File: config.mk
export PLATFORM = sky130hd
export DESIGN_NAME = vram_line_fetcher
export DESIGN_NICKNAME = d
export VERILOG_FILES = /design/src/rtl/vram_line_fetcher.sv
export SDC_FILE = /design/constraint.sdc
export NUM_CORES = 1
export LEC_CHECK = 0
export ABC_AREA = 1
export CORE_MARGIN = 2
export CORE_UTILIZATION = 61
export DETAILED_ROUTE_END_ITERATION = 12
export PLACE_DENSITY = 0.9
export SYNTH_ARGS = -nofsm -noshare
export SYNTH_HDL_FRONTEND = slang
export SYNTH_SLANG_ARGS = --single-unit
File: constraint.sdc
create_clock -name clk -period 3.5 [get_ports clk]
set_input_delay 0.7 -clock clk [delete_from_list [all_inputs] [get_ports clk]]
set_output_delay 0.7 -clock clk [all_outputs]
set_load 0.05 [all_outputs]
File: src/rtl/vram_line_fetcher.sv
// vram_line_fetcher: streams VRAM read bursts to a pixel consumer through a credit-limited FWFT FIFO
// Ports: clk, reset_n_i (async, active-low); cmd_* command handshake (start address, word count, 0 = no-op);
//        abort_i cancels and flushes; vram_* read-only VRAM initiator, a read issues on vram_sel_o && gnt_i;
//        px_* first-word-fall-through pixel stream; busy_o command in progress; done_o completion pulse.
module vram_line_fetcher #(
    parameter int FIFO_DEPTH = 8
) (
    input  logic        clk,
    input  logic        reset_n_i,
    input  logic        cmd_valid_i,
    output logic        cmd_ready_o,
    input  logic [15:0] cmd_addr_i,
    input  logic [15:0] cmd_len_i,
    input  logic        abort_i,
    output logic        vram_sel_o,
    output logic        vram_wr_en_o,
    output logic [3:0]  vram_wr_mask_o,
    output logic [15:0] vram_address_o,
    input  logic [15:0] vram_data_i,
    input  logic        gnt_i,
    output logic        px_valid_o,
    input  logic        px_ready_i,
    output logic [15:0] px_data_o,
    output logic        busy_o,
    output logic        done_o
);
    localparam int AW = $clog2(FIFO_DEPTH);
    localparam int CW = AW + 1;

    typedef enum logic [1:0] {IDLE, FETCH, WAIT_LAST} state_t;

    state_t        state_q, state_d;
    logic [15:0]   addr_q, rem_q;
    logic          inflight_q, done_q;
    logic [AW-1:0] wr_ptr, rd_ptr;
    logic [CW-1:0] count_q;
    logic [15:0]   mem [FIFO_DEPTH];
    logic          accept, issue, push, pop, credit_ok;

    // a read in flight already owns one FIFO slot
    assign credit_ok      = count_q < (inflight_q ? CW'(FIFO_DEPTH - 1) : CW'(FIFO_DEPTH));
    assign cmd_ready_o    = state_q == IDLE && !abort_i;
    assign vram_sel_o     = state_q == FETCH && credit_ok;
    assign accept         = cmd_valid_i && cmd_ready_o;
    assign issue          = vram_sel_o && gnt_i;
    assign push           = inflight_q && !abort_i;
    assign pop            = px_valid_o && px_ready_i && !abort_i;
    assign vram_wr_en_o   = 1'b0;
    assign vram_wr_mask_o = 4'b0000;
    assign vram_address_o = addr_q;
    assign busy_o         = state_q != IDLE;
    assign done_o         = done_q;
    assign px_valid_o     = count_q != '0;
    assign px_data_o      = px_valid_o ? mem[rd_ptr] : '0;

    always_ff @(posedge clk or negedge reset_n_i) begin
        if (!reset_n_i) state_q <= IDLE;
        else state_q <= state_d;
    end

    always_comb begin
        state_d = abort_i                                      ? IDLE :
                  (accept && cmd_len_i != '0)                  ? FETCH :
                  (state_q == FETCH && issue && rem_q == 16'd1) ? WAIT_LAST :
                  (state_q == WAIT_LAST && inflight_q)         ? IDLE : state_q;
    end

    always_ff @(posedge clk or negedge reset_n_i) begin
        if (!reset_n_i) begin
            addr_q     <= '0;
            rem_q      <= '0;
            inflight_q <= 1'b0;
            done_q     <= 1'b0;
            wr_ptr     <= '0;
            rd_ptr     <= '0;
            count_q    <= '0;
        end else if (abort_i) begin
            rem_q      <= '0;
            inflight_q <= 1'b0;
            done_q     <= 1'b0;
            wr_ptr     <= '0;
            rd_ptr     <= '0;
            count_q    <= '0;
        end else begin
            inflight_q <= issue;
            done_q     <= (accept && cmd_len_i == '0) || (state_q == WAIT_LAST && inflight_q);
            addr_q     <= accept ? cmd_addr_i : issue ? addr_q + 16'd1 : addr_q;
            rem_q      <= accept ? cmd_len_i : issue ? rem_q - 16'd1 : rem_q;
            wr_ptr     <= push ? wr_ptr + AW'(1) : wr_ptr;
            rd_ptr     <= pop ? rd_ptr + AW'(1) : rd_ptr;
            count_q    <= count_q + CW'(push) - CW'(pop);
        end
    end

    always_ff @(posedge clk) begin
        if (push) mem[wr_ptr] <= vram_data_i;
    end
endmodule
# Word level (Yosys, flattened, before mapping)
# Memory sizes are Yosys's and may differ from the RTL's.
# Cells that the tools add are included.
# totals
regBits,46
ramBits,128
inputBits,54
word_cells,65
mem_count,1
# classes
n_eq_ne,3
reduce_logical,25
muxes,20
bitwise,1
n_addsub,6
n_lt_le_gt_ge,1
# memory_table
name,words,word_bits,rd,rd_clocked_by_memory_dff,write_ports,line,source
mem,8,16,1,0,1,37,logic [15:0] mem [FIFO_DEPTH];
# op_table
cell,count
16-bit 2-to-1 mux,6
16-bit by 1-bit adder with 16-bit output (second input constant),1
16-bit by 1-bit equality test with 1-bit output (second input constant),1
16-bit zero test,1
16-bit nonzero test,1
16-bit by 1-bit subtractor with 16-bit output (second input constant),1
1-bit logical AND,12
3-bit 2-to-1 mux,4
2-bit 2-to-1 mux,4
4-bit 2-to-1 mux,2
2-bit nonzero test,4
4-bit nonzero test,2
3-bit by 1-bit adder with 3-bit output (second input constant),2
4-bit by 1-bit adder with 4-bit output,1
4-bit < comparator,1
1-bit 2-to-1 mux,4
4-bit by 1-bit subtractor with 4-bit output,1
3-bit nonzero test,1
2-bit by 1-bit equality test with 1-bit output (second input constant),1
2-bit equality test (second input constant),1
2-bit zero test,1
2-bit AND reduction,1
1-bit zero test,1
1-bit logical OR,1
1-bit inverter,1

# Depth between registers and ports, before layout
# Gate-level depths: netlist of run 1.
# depth
ltp_word,9
mapped_depth,12
ltp_nobuf,12

# Worst setup path after synthesis of run 1
# OpenSTA, ideal clock, no wires.
# synth_path
path_kind,register to output
startpoint,register count_q[2]
endpoint,output port px_data_o[10]
n_path_buf,1
path_stages_with_launch,7
slack_ps,574
arrival_time_ps,2226
path_cell_list,dfrtp_1 -> inv_1 -> ha_1 -> nand3_1 -> clkbuf_1 -> o21ai_0 -> nor2_1
# synth_via
elab_chain_cells,2
# synth_lines
item,line,source
"start, declared",36,logic [CW-1:0] count_q;
"start signal, assigned",91,count_q <= count_q + CW'(push) - CW'(pop);
4-bit nonzero test,53,assign px_valid_o = count_q != '0;
named net px_valid_o,21,"output logic px_valid_o,"
16-bit 2-to-1 mux,54,assign px_data_o = px_valid_o ? mem[rd_ptr] : '0;
"end, declared",23,"output logic [15:0] px_data_o,"
# The timed path passes the listed nets, and every way through them passes these cells.

# Final worst setup path of run 1
# layout_path
startpoint,register rd_ptr[0]
endpoint,output port px_data_o[15]
# layout_via
elab_chain_cells,2
# layout_lines
item,line,source
"start, declared",35,"logic [AW-1:0] wr_ptr, rd_ptr;"
"start signal, assigned",90,rd_ptr <= pop ? rd_ptr + AW'(1) : rd_ptr;
memory read 8 x 16 bit,--,
16-bit 2-to-1 mux,54,
# No other way between the ends.

==> reports/qor.yml, run 1 <==
placement:
  detailed_place_hpwl_um: 12000
  gp_routability_congestion: 0.883
  place_ws_ns: 0.672
  numPortBuffers: 90
timing:
  finalSetupViolations: 0
  fin_ws_ns: 0.287
  fin_crit_sh: 0.918
  post-route-min-period_ns: 3.21
  totalNegativeSetupSlack_ns: 0
  finalClockSkew_ns: 0.00577
  max_slew_margin: 0.301
  fmax_mhz: 311
  hold_vio_cnt_final: 0
  timing_max_transition_violations_final: 0
  tightestPinTransition_ns: 1.05
  rsz0062_at_grt: "no"
hold_path:
  hold_path_class: "in -> async"
clock_tree:
  cts_num_sinks: 174
  cts.htree.levels: 4
  cts-buffers-inserted: 17
  worst_skew_pair.late_latency_ns: 0.43
  root_buffer_master: "sky130_fd_sc_hd__clkbuf_16"
  clkTransAtPathRegs_ns: 0.06
  post-cts-setup-buffers: 0
  cts_tree: "done"
  post_cts.resized_instances: 0
  number_of_buffers_between_clock_root_and_the_deepest_sink: 2
  cts.hold.buffers_added: 0
logic_synthesis:
  synth-main-ff-cell: "sky130_fd_sc_hd__edfxtp_1"
  synth_commonest_cells: "sky130_fd_sc_hd__nor2_1, sky130_fd_sc_hd__nand2_1, sky130_fd_sc_hd__edfxtp_1, sky130_fd_sc_hd__o21ai_0, sky130_fd_sc_hd__nand3_1"
  syn_area_um2: 8300
  post_synth_main_area_contributors: "sky130_fd_sc_hd__edfxtp_1, sky130_fd_sc_hd__dfrtp_1, sky130_fd_sc_hd__nor2_1"
  synth_cell_type_count: 38
  ys_warn_count: 0
  asyncSetResetFlopFracSynth: 0.264
  synth_top_area_share: 0.463
  synth_edf_count: 128
  synth.avg_cell_area_um2: 9.68
  flops_latches_synth: 174
  sequential_element_share_of_the_synthesized_area: 0.602
  yosys.cell_count.top_type: "sky130_fd_sc_hd__nor2_1"
  number_of_instances_in_the_synthesized_netlist: 858
  yosys.area.top_type: "sky130_fd_sc_hd__edfxtp_1"
setup_path:
  cp_slowest_cell: "sky130_fd_sc_hd__dfrtp_2"
  worst-path-stages: 8
  critical-path-max-stage-delay_ns: 0.75
  cp_cell_sequence: "buf_4 > nor2_1 > nor2_1 > o21ai_0 > o21ai_0 > o21ai_0 > nor2_1 > buf_12"
  critPathArrivalTime_ns: 2.51
  startpoint_to_endpoint_class_of_the_critical_path: "reg -> out"
  worst_ep_required_time_ns: 2.80
  worstSetupEndpointType: "output port"
  critPathLaunchType: "flop"
  cp_top_family: "flip-flops"
  critical_path_buf_inv_count: 2
  worstPathMaxFanout: 30
  reg2reg_depth: 8
routing:
  post-route-drc-count: 0
  final_antenna_net_count: 0
  route.final.wire_length_um: 18700
  vias_per_cell: 5.67
  wl_cell_um: 16.4
  via_count: 6450
  detailedRoute.firstIterationViolations: 659
  1st_pass_router_iterations: 6
floorplan:
  fp.dieH_um: 121
  start_util: 0.627
  io_pins: 96
  placement_rows: 42
  die_area_um2: 14600
  core_region_area_um2: 13200
  die_x_um: 121
cells_and_area:
  layout-area-overhead-vs-synth_pct: 22.5
  antenna_cells_inserted: 0
  finalNetCount: 1017
  num-fill-cells: 845
  drive_above_1_share: 0.0821
global_route:
  grt_use_total: 0.270
  antenna_found_initial: 0
  grt-ovfl-total: 0
  grt_start_max_net_pins: 47
  first_global_vias: 6316
  first_pass_grt_wire_length_um: 30200
power:
  finalPower_mw: 7.53
  max-vdd-ir-drop_v: 0.000505
  power_density_nw_per_um2: 741
  static-leakage-power_nw: 4.01
run:
  maxCapViolCount: 0
status:
  result_of_the_run: "complete, no violations"
## per-stage QoR
step	utilization	hold slack [ns]	instance area (µm²)	std cells
floorplan	-	0.404	8320	862
global placement	0.719	0.546	9520	1106
detailed placement	0.719	0.563	9520	1106
CTS	0.768	0.489	10200	1138
global route	0.768	0.522	10200	1138
finish	0.768	0.458	10200	1138
## power breakdown
group	internal, mW	leakage [nW]	switching, mW
combinational	1.10	1.94	1.78
clock	1.31	0.316	0.752
sequential	2.37	1.76	0.235
total	4.77	4.01	2.76
## layer usage
metal  wire length, µm  track usage  up-vias
met2              9410        0.451      320
met1              7450        0.344     2999
li1                  -            -     3087
met3              1390       0.0627       44
met4               431        0.103        0
met5                 0            0        -
## flip-flops by register name (all words and copies together) (netlist names)
signal and flops:
wr_ptr 3, state_q 2, inflight_q 1, rem_q 16, done_o 1, rd_ptr 3, count_q 4, vram_address_o 16
mem 128
## cells by family (layout without fill, tap and decap cells)
group	Yosys count	count (layout)	synth area share
buffers and inverters	94	194	0.0503
adders and majority gates	14	14	0.0220
other	1	5	0.000452
and+or+nand+nor	411	411	0.206
AOI/OAI and AO/OA	132	132	0.0838
DFF	174	174	0.602
muxes	16	16	0.0193
xor gates and xnor gates	16	16	0.0169
## layout by cell type, fill, tap and decap left out, types with 2 or more instances in the layout
master                            count
sky130_fd_sc_hd__o21ai_0             99
sky130_fd_sc_hd__o21bai_1             4
sky130_fd_sc_hd__o21ai_1              4
sky130_fd_sc_hd__clkdlybuf4s50_1     72
sky130_fd_sc_hd__nand2_1            156
sky130_fd_sc_hd__nand2_2              2
sky130_fd_sc_hd__ha_1                13
sky130_fd_sc_hd__dfrtp_1             45
sky130_fd_sc_hd__xnor2_1              8
sky130_fd_sc_hd__xor2_1               8
sky130_fd_sc_hd__conb_1               5
sky130_fd_sc_hd__clkbuf_1             4
sky130_fd_sc_hd__a21oi_1              7
sky130_fd_sc_hd__clkinv_4             2
sky130_fd_sc_hd__buf_12              16
sky130_fd_sc_hd__nor2_2               2
sky130_fd_sc_hd__nor2_4               2
sky130_fd_sc_hd__nand4_1              5
sky130_fd_sc_hd__inv_1               50
sky130_fd_sc_hd__buf_4               20
sky130_fd_sc_hd__bufinv_16            5
sky130_fd_sc_hd__mux2i_1             16
sky130_fd_sc_hd__nor2_1             168
sky130_fd_sc_hd__o22ai_1             16
sky130_fd_sc_hd__edfxtp_1           128
sky130_fd_sc_hd__nand3_1             68
sky130_fd_sc_hd__clkbuf_16           17
sky130_fd_sc_hd__inv_2                2
sky130_fd_sc_hd__clkbuf_8             2
## cell type report
| type | count | area, µm² | area share |
|---|---|---|---|
| clock inverters | 9 | 181 | 0.0178 |
| flip-flops and latches | 174 | 5000 | 0.491 |
| repair buffers | 109 | 1200 | 0.118 |
| multi-input cells | 594 | 2900 | 0.286 |
| inverters | 53 | 201 | 0.0198 |
| well taps | 176 | 220 | 0.0217 |
| clock buffers | 23 | 468 | 0.0460 |
## worst paths after layout
check                      startpoint                 to  slack, ns
max reg2reg                inflight_q  vram_address_o[0]       1.29
max in group asynchronous   reset_n_i          rd_ptr[0]       2.32
max                         rd_ptr[0]      px_data_o[15]       0.29
min                         reset_n_i           rem_q[4]       0.46
min in group clk             rem_q[1]           rem_q[1]       0.57
min reg2reg                  rem_q[1]           rem_q[1]       0.57
(Power assumes the default switching activity.)
==> run 2: changes to the inputs <==
--- a/config.mk
+++ b/config.mk
@@ -10,6 +10,7 @@
 export CORE_UTILIZATION = 61
 export DETAILED_ROUTE_END_ITERATION = 12
 export PLACE_DENSITY = 0.9
+export SKIP_CTS_REPAIR_TIMING = 1
 export SYNTH_ARGS = -nofsm -noshare
 export SYNTH_HDL_FRONTEND = slang
 export SYNTH_SLANG_ARGS = --single-unit
==> results of run 2 <==
Same layout as run 1: the final DEF is identical, and so are final timing and power.
==> run 3: changes to the inputs <==
--- a/config.mk
+++ b/config.mk
@@ -9,7 +9,7 @@
 export CORE_MARGIN = 2
 export CORE_UTILIZATION = 61
 export DETAILED_ROUTE_END_ITERATION = 12
-export PLACE_DENSITY = 0.9
+export PLACE_DENSITY = 0.86
 export SKIP_CTS_REPAIR_TIMING = 1
 export SYNTH_ARGS = -nofsm -noshare
 export SYNTH_HDL_FRONTEND = slang
==> reports/qor.yml, run 3 (same netlist as run 1, synthesis figures left out) <==
routing:
  route.final.wire_length_um: 19100  # was 18700 µm
  post-route-drc-count: 0  # unchanged
  wl_cell_um: 16.7  # was 16.4 µm
  vias_per_cell: 5.59  # was 5.67
  via_count: 6380  # was 6450
  final_antenna_net_count: 0  # unchanged
  1st_pass_router_iterations: 8  # was 6
  detailedRoute.firstIterationViolations: 582  # was 659
setup_path:
  worst_ep_required_time_ns: 2.80  # about the same
  worstPathMaxFanout: 67  # was 30
  critPathArrivalTime_ns: 2.52  # was 2.51 ns
  startpoint_to_endpoint_class_of_the_critical_path: "reg -> out"  # unchanged
  worstSetupEndpointType: "output port"  # unchanged
  critPathLaunchType: "flop"  # unchanged
timing:
  fin_crit_sh: 0.920  # was 0.918
  post-route-min-period_ns: 3.22  # was 3.21 ns
  hold_vio_cnt_final: 0  # unchanged
  finalSetupViolations: 0  # unchanged
  finalClockSkew_ns: 0.00549  # was 0.00577 ns
  totalNegativeSetupSlack_ns: 0  # unchanged
  fmax_mhz: 311  # about the same
  timing_max_transition_violations_final: 0  # unchanged
  tightestPinTransition_ns: 0.768  # was 1.05 ns
  max_slew_margin: 0.488  # was 0.301
  rsz0062_at_grt: "no"  # unchanged
status:
  result_of_the_run: "complete, no violations"  # unchanged
global_route:
  grt_use_total: 0.269  # was 0.270
  first_pass_grt_wire_length_um: 30000  # was 30200 µm
  first_global_vias: 5993  # was 6316
  antenna_found_initial: 0  # unchanged
  grt-ovfl-total: 0  # unchanged
  grt_start_max_net_pins: 68  # was 47
cells_and_area:
  drive_above_1_share: 0.0850  # was 0.0821
  layout-area-overhead-vs-synth_pct: 22.5  # about the same
  finalNetCount: 1020  # was 1017
  utilization: 0.768  # about the same
  largest_register_ff_count: 128  # unchanged
  registers.top_by_ff_count: "mem"  # unchanged
  mostFrequentLayoutCells: "sky130_fd_sc_hd__nor2_1, sky130_fd_sc_hd__nand2_1, sky130_fd_sc_hd__edfxtp_1"  # unchanged
  final_common_cell: "sky130_fd_sc_hd__nor2_1"  # unchanged
  antenna_cells_inserted: 0  # unchanged
floorplan:
  die_x_um: 121  # unchanged
  fp.dieH_um: 121  # unchanged
  start_util: 0.627  # unchanged
  die_area_um2: 14600  # unchanged
  core_region_area_um2: 13200  # unchanged
  placement_rows: 42  # unchanged
  io_pins: 96  # unchanged
power:
  static-leakage-power_nw: 4.01  # about the same
  max-vdd-ir-drop_v: 0.000516  # was 0.000505 V
  power_density_nw_per_um2: 734  # was 741 nW/µm²
run:
  maxCapViolCount: 0  # unchanged
placement:
  gp_routability_congestion: 0.894  # was 0.883
  detailed_place_hpwl_um: 12100  # was 12000 µm
  numPortBuffers: 90  # unchanged
clock_tree:
  number_of_buffers_between_clock_root_and_the_deepest_sink: 2  # unchanged
  cts.htree.levels: 4  # unchanged
  cts_num_sinks: 174  # unchanged
  clkTransAtPathRegs_ns: 0.06  # about the same
  cts-buffers-inserted: 17  # unchanged
  root_buffer_master: "sky130_fd_sc_hd__clkbuf_16"  # unchanged
  cts_tree: "done"  # unchanged
  worst_skew_pair.late_latency_ns: 0.42  # was 0.43 ns
hold_path:
  hold_path_class: "in -> async"  # unchanged
-- run 3: cell types whose count changed in the layout (fill, tap and decap cells not counted), sizes merged --
cell / before / now
buf: 37 / 40
clkbuf: 23 / 20
clkinv: 3 / 5
clkinvlp: 0 / 2
inv: 54 / 53
-- run 3: stage by stage --
step / std cells / power (mW) / worst slack [ns] / area [µm²] / hold WS (ns)
final: 1141 / 7.47 / 0.282 / 10200 / 0.329
after global routing: 1141 / 7.82 / 0.0716 / 10200 / 0.372
after CTS: 1141 / 7.48 / 0.292 / 10200 / 0.336
after detailed placement: 1109 / 5.46 / 0.600 / 9540 / 0.537
after global placement: 1109 / 5.39 / 0.657 / 9540 / 0.531
after floorplan: 862 / 4.39 / 0.574 / 8320 / 0.404
-- run 3: final timing paths --
path                            cells after the start  startpoint  slack (ns)                end
max in group asynchronous                           2   reset_n_i        2.44           rem_q[8]
worst min register to register                      2   rd_ptr[1]        0.56          rd_ptr[1]
worst max register to register                     11  count_q[2]        0.89         count_q[2]
worst max-delay path                                8   rd_ptr[0]        0.28      px_data_o[13]
worst min-delay path                                1   reset_n_i        0.33  vram_address_o[7]
min in group clk                                    2   rd_ptr[1]        0.56          rd_ptr[1]
-- run 3: layout make-up --
cell class	count	area (µm²)
sequential	174	5000
fill	892	3070
multi-input combinational	594	2900
timing repair buffer	112	1220
clock buffer	20	437
tap	176	220
inverter	53	201
clock inverter	12	193
-- run 3: worst max-delay path, stage by stage (launching register included) --
cell                      delay [ns]
sky130_fd_sc_hd__dfrtp_2        0.35
sky130_fd_sc_hd__buf_4          0.60
sky130_fd_sc_hd__nor2_1         0.13
sky130_fd_sc_hd__nor2_1         0.14
sky130_fd_sc_hd__o21ai_0        0.13
sky130_fd_sc_hd__o21ai_0        0.12
sky130_fd_sc_hd__o21ai_0        0.13
sky130_fd_sc_hd__nor2_1         0.29
sky130_fd_sc_hd__buf_12         0.18
-- run 3: where the power goes --
part | internal (mW) | switching, mW
clock network | 1.26 | 0.761
registers | 2.37 | 0.193
logic | 1.08 | 1.81
-- run 3: per-layer routing --
metal	vias up	global-route usage	part of all wire	routed length, µm
li1	3092	-	-	-
met1	3014	0.350	0.42	7920
met2	247	0.462	0.51	9760
met3	27	0.0500	0.061	1170
met4	0	0.0858	0.011	215
met5	-	0	0	0
